$ cat src/rtl/sha256_sched.sv
// SHA-256 message-schedule controller: expands one padded 512-bit block
// into W[0..63] and streams one word per round over valid/ready.
//
// Ports:
//   clk, rst       clock, asynchronous active-low reset
//   blk_data       512-bit padded block, word i at [32i+31:32i]
//   blk_valid      block valid; blk_last marks final block of message
//   blk_ready      block slot free (IDLE)
//   w_data         schedule word W[t]
//   w_round        round index t
//   w_valid        word valid (RUN)
//   w_first/w_last t==0 / t==63
//   w_ready        compression core accepts the word
//   msg_done       one-cycle pulse after round 63 of a final block
module sha256_sched (
    input  logic         clk,
    input  logic         rst,
    input  logic [511:0] blk_data,
    input  logic         blk_valid,
    input  logic         blk_last,
    output logic         blk_ready,
    output logic [31:0]  w_data,
    output logic [5:0]   w_round,
    output logic         w_valid,
    output logic         w_first,
    output logic         w_last,
    input  logic         w_ready,
    output logic         msg_done
);

    typedef enum logic {
        IDLE,
        RUN
    } state_t;

    state_t      state;
    logic [5:0]  t;
    logic [31:0] win [16];
    logic        last_q;
    logic [31:0] next_w;

    function automatic logic [31:0] rotr(input logic [31:0] x,
                                         input int n);
        return (x >> n) | (x << (32 - n));
    endfunction

    function automatic logic [31:0] sig0(input logic [31:0] x);
        return rotr(x, 7) ^ rotr(x, 18) ^ (x >> 3);
    endfunction

    function automatic logic [31:0] sig1(input logic [31:0] x);
        return rotr(x, 17) ^ rotr(x, 19) ^ (x >> 10);
    endfunction

    // win[k] holds W[t+k]; the new tail word is W[t+16].
    assign next_w = sig1(win[14]) + win[9] + sig0(win[1]) + win[0];

    always_ff @(posedge clk or negedge rst) begin
        if (!rst) begin
            state    <= IDLE;
            t        <= 6'd0;
            last_q   <= 1'b0;
            msg_done <= 1'b0;
            for (int k = 0; k < 16; k++) begin
                win[k] <= 32'd0;
            end
        end else begin
            msg_done <= 1'b0;
            case (state)
                IDLE: begin
                    if (blk_valid) begin
                        for (int i = 0; i < 16; i++) begin
                            win[i] <= blk_data[32*i +: 32];
                        end
                        last_q <= blk_last;
                        t      <= 6'd0;
                        state  <= RUN;
                    end
                end
                RUN: begin
                    if (w_ready) begin
                        for (int k = 0; k < 15; k++) begin
                            win[k] <= win[k+1];
                        end
                        win[15] <= next_w;
                        if (t == 6'd63) begin
                            state    <= IDLE;
                            t        <= 6'd0;
                            msg_done <= last_q;
                        end else begin
                            t <= t + 6'd1;
                        end
                    end
                end
                default: state <= IDLE;
            endcase
        end
    end

    assign blk_ready = (state == IDLE);
    assign w_valid   = (state == RUN);
    assign w_data    = win[0];
    assign w_round   = t;
    assign w_first   = (t == 6'd0);
    assign w_last    = (t == 6'd63);

endmodule

$ cat config.mk
export PLATFORM = sky130hd
export DESIGN_NAME = sha256_sched
export DESIGN_NICKNAME = d
export VERILOG_FILES = /design/src/rtl/sha256_sched.sv
export SDC_FILE = /design/constraint.sdc
export NUM_CORES = 1
export LEC_CHECK = 0
export ABC_CLOCK_PERIOD_IN_PS = 6300
export CAP_MARGIN = 0
export CELL_PAD_IN_SITES_DETAIL_PLACEMENT = 1
export CELL_PAD_IN_SITES_GLOBAL_PLACEMENT = 2
export CORE_MARGIN = 2
export CORE_UTILIZATION = 35
export CTS_CLUSTER_DIAMETER = 80
export CTS_CLUSTER_SIZE = 25
export DETAILED_ROUTE_END_ITERATION = 8
export PLACE_DENSITY = 0.84
export SYNTH_ARGS = -nofsm -noshare
export SYNTH_HDL_FRONTEND = slang
export SYNTH_SLANG_ARGS = --single-unit
$ cat constraint.sdc
create_clock -name clk -period 6.3 [get_ports clk]
set_input_delay 1.26 -clock clk [delete_from_list [all_inputs] [get_ports clk]]
set_output_delay 1.26 -clock clk [all_outputs]
set_load 0.02 [all_outputs]
==> results_dict.tcl <==
set metrics [dict create \
    ys_types 55 \
    post_cts_buffers 0 \
    crit_fanout 6 \
    drtIter0Drc 1318 \
    drc 0 \
    switching_share_pct 48.8 \
    r2r_end "win[18]$_DFFE_PN0P_" \
    cp-start-kind "flip-flop" \
    grt_pass1_wl_um 163000 \
    critPathTopFamily "adder cells" \
    power_mw 19.7 \
    vias 22500 \
    muxShareOfSynthArea_pct 17.6 \
    critical_path_class "flip-flop to flip-flop" \
    worst_pin_slew_ns 1.11 \
    crit_path_max_incr_delay_ns 0.59 \
    yosysTopAreaCell "dfrtp_1" \
    drv_cap 0 \
    outcome "completed" \
    irDropWorstVdd_v 0.000538 \
    via_per_inst 5.16 \
    fp.dieH_um 289 \
    p_per_area_nw_per_um2 546 \
    endpoint_kind "flip-flop" \
    grt_pass1_vias 24300 \
    crit_buf_inv 1 \
    clock_sinks 521 \
    final_max_slew_viol_count 0 \
    min_path_cells 2 \
    ys.warnings.count 0 \
    synth_largest_type_area_fraction_pct 45.7 \
    dp.cells 4278 \
    syn_avg_cell_area_um2 9.84 \
    setup_viol 0 \
    synth_ff_type "dfrtp_1" \
    min-delay-start "win[393]$_DFFE_PN0P_" \
    post-synth-top-count-cell "nand2_1" \
    skew_ns 0.0548 \
    rsz0062_at_grt "no" \
    use_met2_pct 45.2 \
    syn-cell-area_um2 28500 \
    worstRegToRegCells 13 \
    cts_buffers 38 \
    finalHoldViolations 0 \
    fp.dieW_um 289 \
    portBuffers 559 \
    syn_to_final_growth_pct 26.4 \
    core_um2 80500 \
    synthTopCellsByArea "dfrtp_1, mux2i_1, o21ai_0, nand2_1, fa_1" \
    ioPinCount 560 \
    drive_gt1_share_pct 3.35 \
    ff2ff_setup_slack_ns 1.97 \
    dr.pass1.iters 5 \
    start_util_pct 35.4 \
    hold_ws_ns 0.483 \
    drt-total-wl_um 114000 \
    htree_levels 2 \
    grt_max_degree 195 \
    p_int_mw 10.1 \
    crit_chain "xor2_1, xnor2_1, fa_1, fa_1, inv_1, ha_1, a21oi_1, o21ai_0, a221oi_1, nand2_1, o21ai_0, xor2_1, a21oi_1" \
    dieArea_um2 83700 \
    top_usage_layer "met2" \
    synth_edf_count 0 \
    clk_latency_ns 0.62 \
    synth-compound-area-share_pct 12.1 \
    met1_usage_pct 34.7 \
    wire_per_inst_um 26.0 \
    ys_ff_latch 521 \
    hold_class "flip-flop to flip-flop" \
    cts_tree "built" \
    yosysSeqAreaShare_pct 45.7 \
    clk_pin_slew_worst_paths_ns 0.09 \
    r2r-start "win[57]$_DFFE_PN0P_" \
    instances_no_fill 4369 \
    hold_path_end "win[393]$_DFFE_PN0P_" \
    power.share.clock_pct 14.3 \
    p_sw_mw 9.59 \
    netlist_top_cells_count "nand2_1, dfrtp_1, o21ai_0" \
    overflow 0 \
    combinationalPowerShare_pct 59.6 \
    clock-root-buffer "clkbuf_16" \
    fin_nets 3870 \
    min_period_over_period_pct 68.8 \
    cpMaxStageDelayCell "dfrtp_1" \
    cts_resized 0 \
    antenna_left 0 \
    synth_cells 2895 \
    fin_tns_setup_ns 0 \
    ys_async_sr_fraction_pct 100 \
    clock_path_buffers 3 \
    num_rows 104 \
    synth-adder-area-share_pct 5.80 \
    cts.hold.buffers_added 0 \
    met3_usage_pct 4.80 \
    gp_congestion 0.912 \
    pwr-share-seq_pct 26.1 \
    relSlewSlack_pct 26.1 \
    synthSimpleGateAreaFrac_pct 8.46 \
    p_leak_nw 18.3 \
    required_ns 6.76 \
    grt_usage_pct 26.6 \
    timing.fmax_mhz 231 \
    antenna_found_initial 36 \
    arrival_ns 4.79 \
    hpwl_um 89200 \
    syn_nets 3507 \
    synth_top_family_by_area "multiplexers" \
    synthXorXnorAreaFrac_pct 4.55 \
    period_minus_slack_ns 4.33 \
]
[flip-flops by register name (all words and copies together) (netlist names)]
signal,flops
win,480
w_data,32
w_round,6
last_q,1
msg_done,1
w_valid,1
[worst register-to-register path, stage by stage (launching register included)]
cell,delay [ns]
dfrtp_1,0.59
xor2_1,0.30
xnor2_1,0.15
fa_1,0.41
fa_1,0.52
inv_1,0.05
ha_1,0.36
a21oi_1,0.23
o21ai_0,0.13
a221oi_1,0.37
nand2_1,0.25
o21ai_0,0.30
xor2_1,0.40
a21oi_1,0.15
[area by class of cell]
cell class | instances | area (µm²)
inverter | 132 | 495
timing repair buffer | 583 | 5920
tap | 1060 | 1330
sequential | 521 | 13000
fill | 8907 | 44500
clock inverter | 26 | 362
clock buffer | 43 | 1020
multi-input combinational | 1982 | 13800
antenna | 22 | 55.1
[power groups by stage]
stage                     registers [mW]  logic (mW)  clock network [mW]
final                               5.13        11.7                2.82
after global placement              5.12        11.4                   0
after floorplan                     4.65        7.76                   0
after global routing                5.21        12.8                3.02
after detailed placement            5.17        11.6                   0
after CTS                           5.11        11.7                2.89
[layout by cell type, fill, tap and decap left out, types with 5 or more instances in the layout]
cell             count
nor2_1              27
clkinv_8             6
and3_1               8
buf_12              11
fa_1                62
a21o_1              14
and2_1               5
o211ai_1             5
ha_1                33
nand2_1            526
mux2_2               6
a31oi_1              7
a21oi_1             35
nor2b_1             10
o21ai_0            519
a221oi_1             5
nor3_1               5
nand3_1              7
dfrtp_1            520
xnor2_1             89
inv_6                5
a211oi_1             8
clkdlybuf4s50_1    558
nand4_1              8
clkbuf_16           39
mux2i_1            493
xor2_1              59
diode_2             22
buf_4               13
inv_1              132
[kinds of logic (layout without fill, tap and decap cells)]
group                    after synthesis  count (layout)
AO/OA/AOI/OAI                        633             633
multiplexers                         499             499
XOR/XNOR                             148             148
buffers and inverters                392             784
AND/OR/NAND/NOR                      607             607
adder cells (fa/ha/maj)               95              95
flip-flops                           521             521
other                                  0              22
[per-stage QoR]
| step | area (µm²) | worst slack (ns) | util, % |
|---|---|---|---|
| finish | 36000 | 1.97 | 44.7 |
| floorplan | 28500 | 2.51 | - |
| global route | 36000 | 1.74 | 44.7 |
| detailed placement | 34600 | 1.96 | 42.9 |
| CTS | 36000 | 1.99 | 44.7 |
| global placement | 34600 | 2.05 | 42.9 |
[how the worst max path moves through the flow]
stage | start | end | slack, ns | depth (start not counted)
final | win[57]$_DFFE_PN0P_ | win[18]$_DFFE_PN0P_ | 1.97 | 13
after global routing | win[43]$_DFFE_PN0P_ | win[31]$_DFFE_PN0P_ | 1.74 | 14
after CTS | win[57]$_DFFE_PN0P_ | win[20]$_DFFE_PN0P_ | 1.99 | 13
after detailed placement | blk_valid | win[116]$_DFFE_PN0P_ | 1.96 | 5
after global placement | blk_valid | win[373]$_DFFE_PN0P_ | 2.05 | 5
after floorplan | win[50]$_DFFE_PN0P_ | win[31]$_DFFE_PN0P_ | 2.51 | 15
[metal layers]
metal | routed length (µm) | share of wire (%) | up-vias
met5 | 165 | 0.15 | -
met4 | 3000 | 2.6 | 26
met3 | 5510 | 4.8 | 149
met2 | 56100 | 49 | 493
met1 | 48800 | 43 | 11400
li1 | - | - | 10400
No activity file was read; power rests on OpenSTA's default activity.
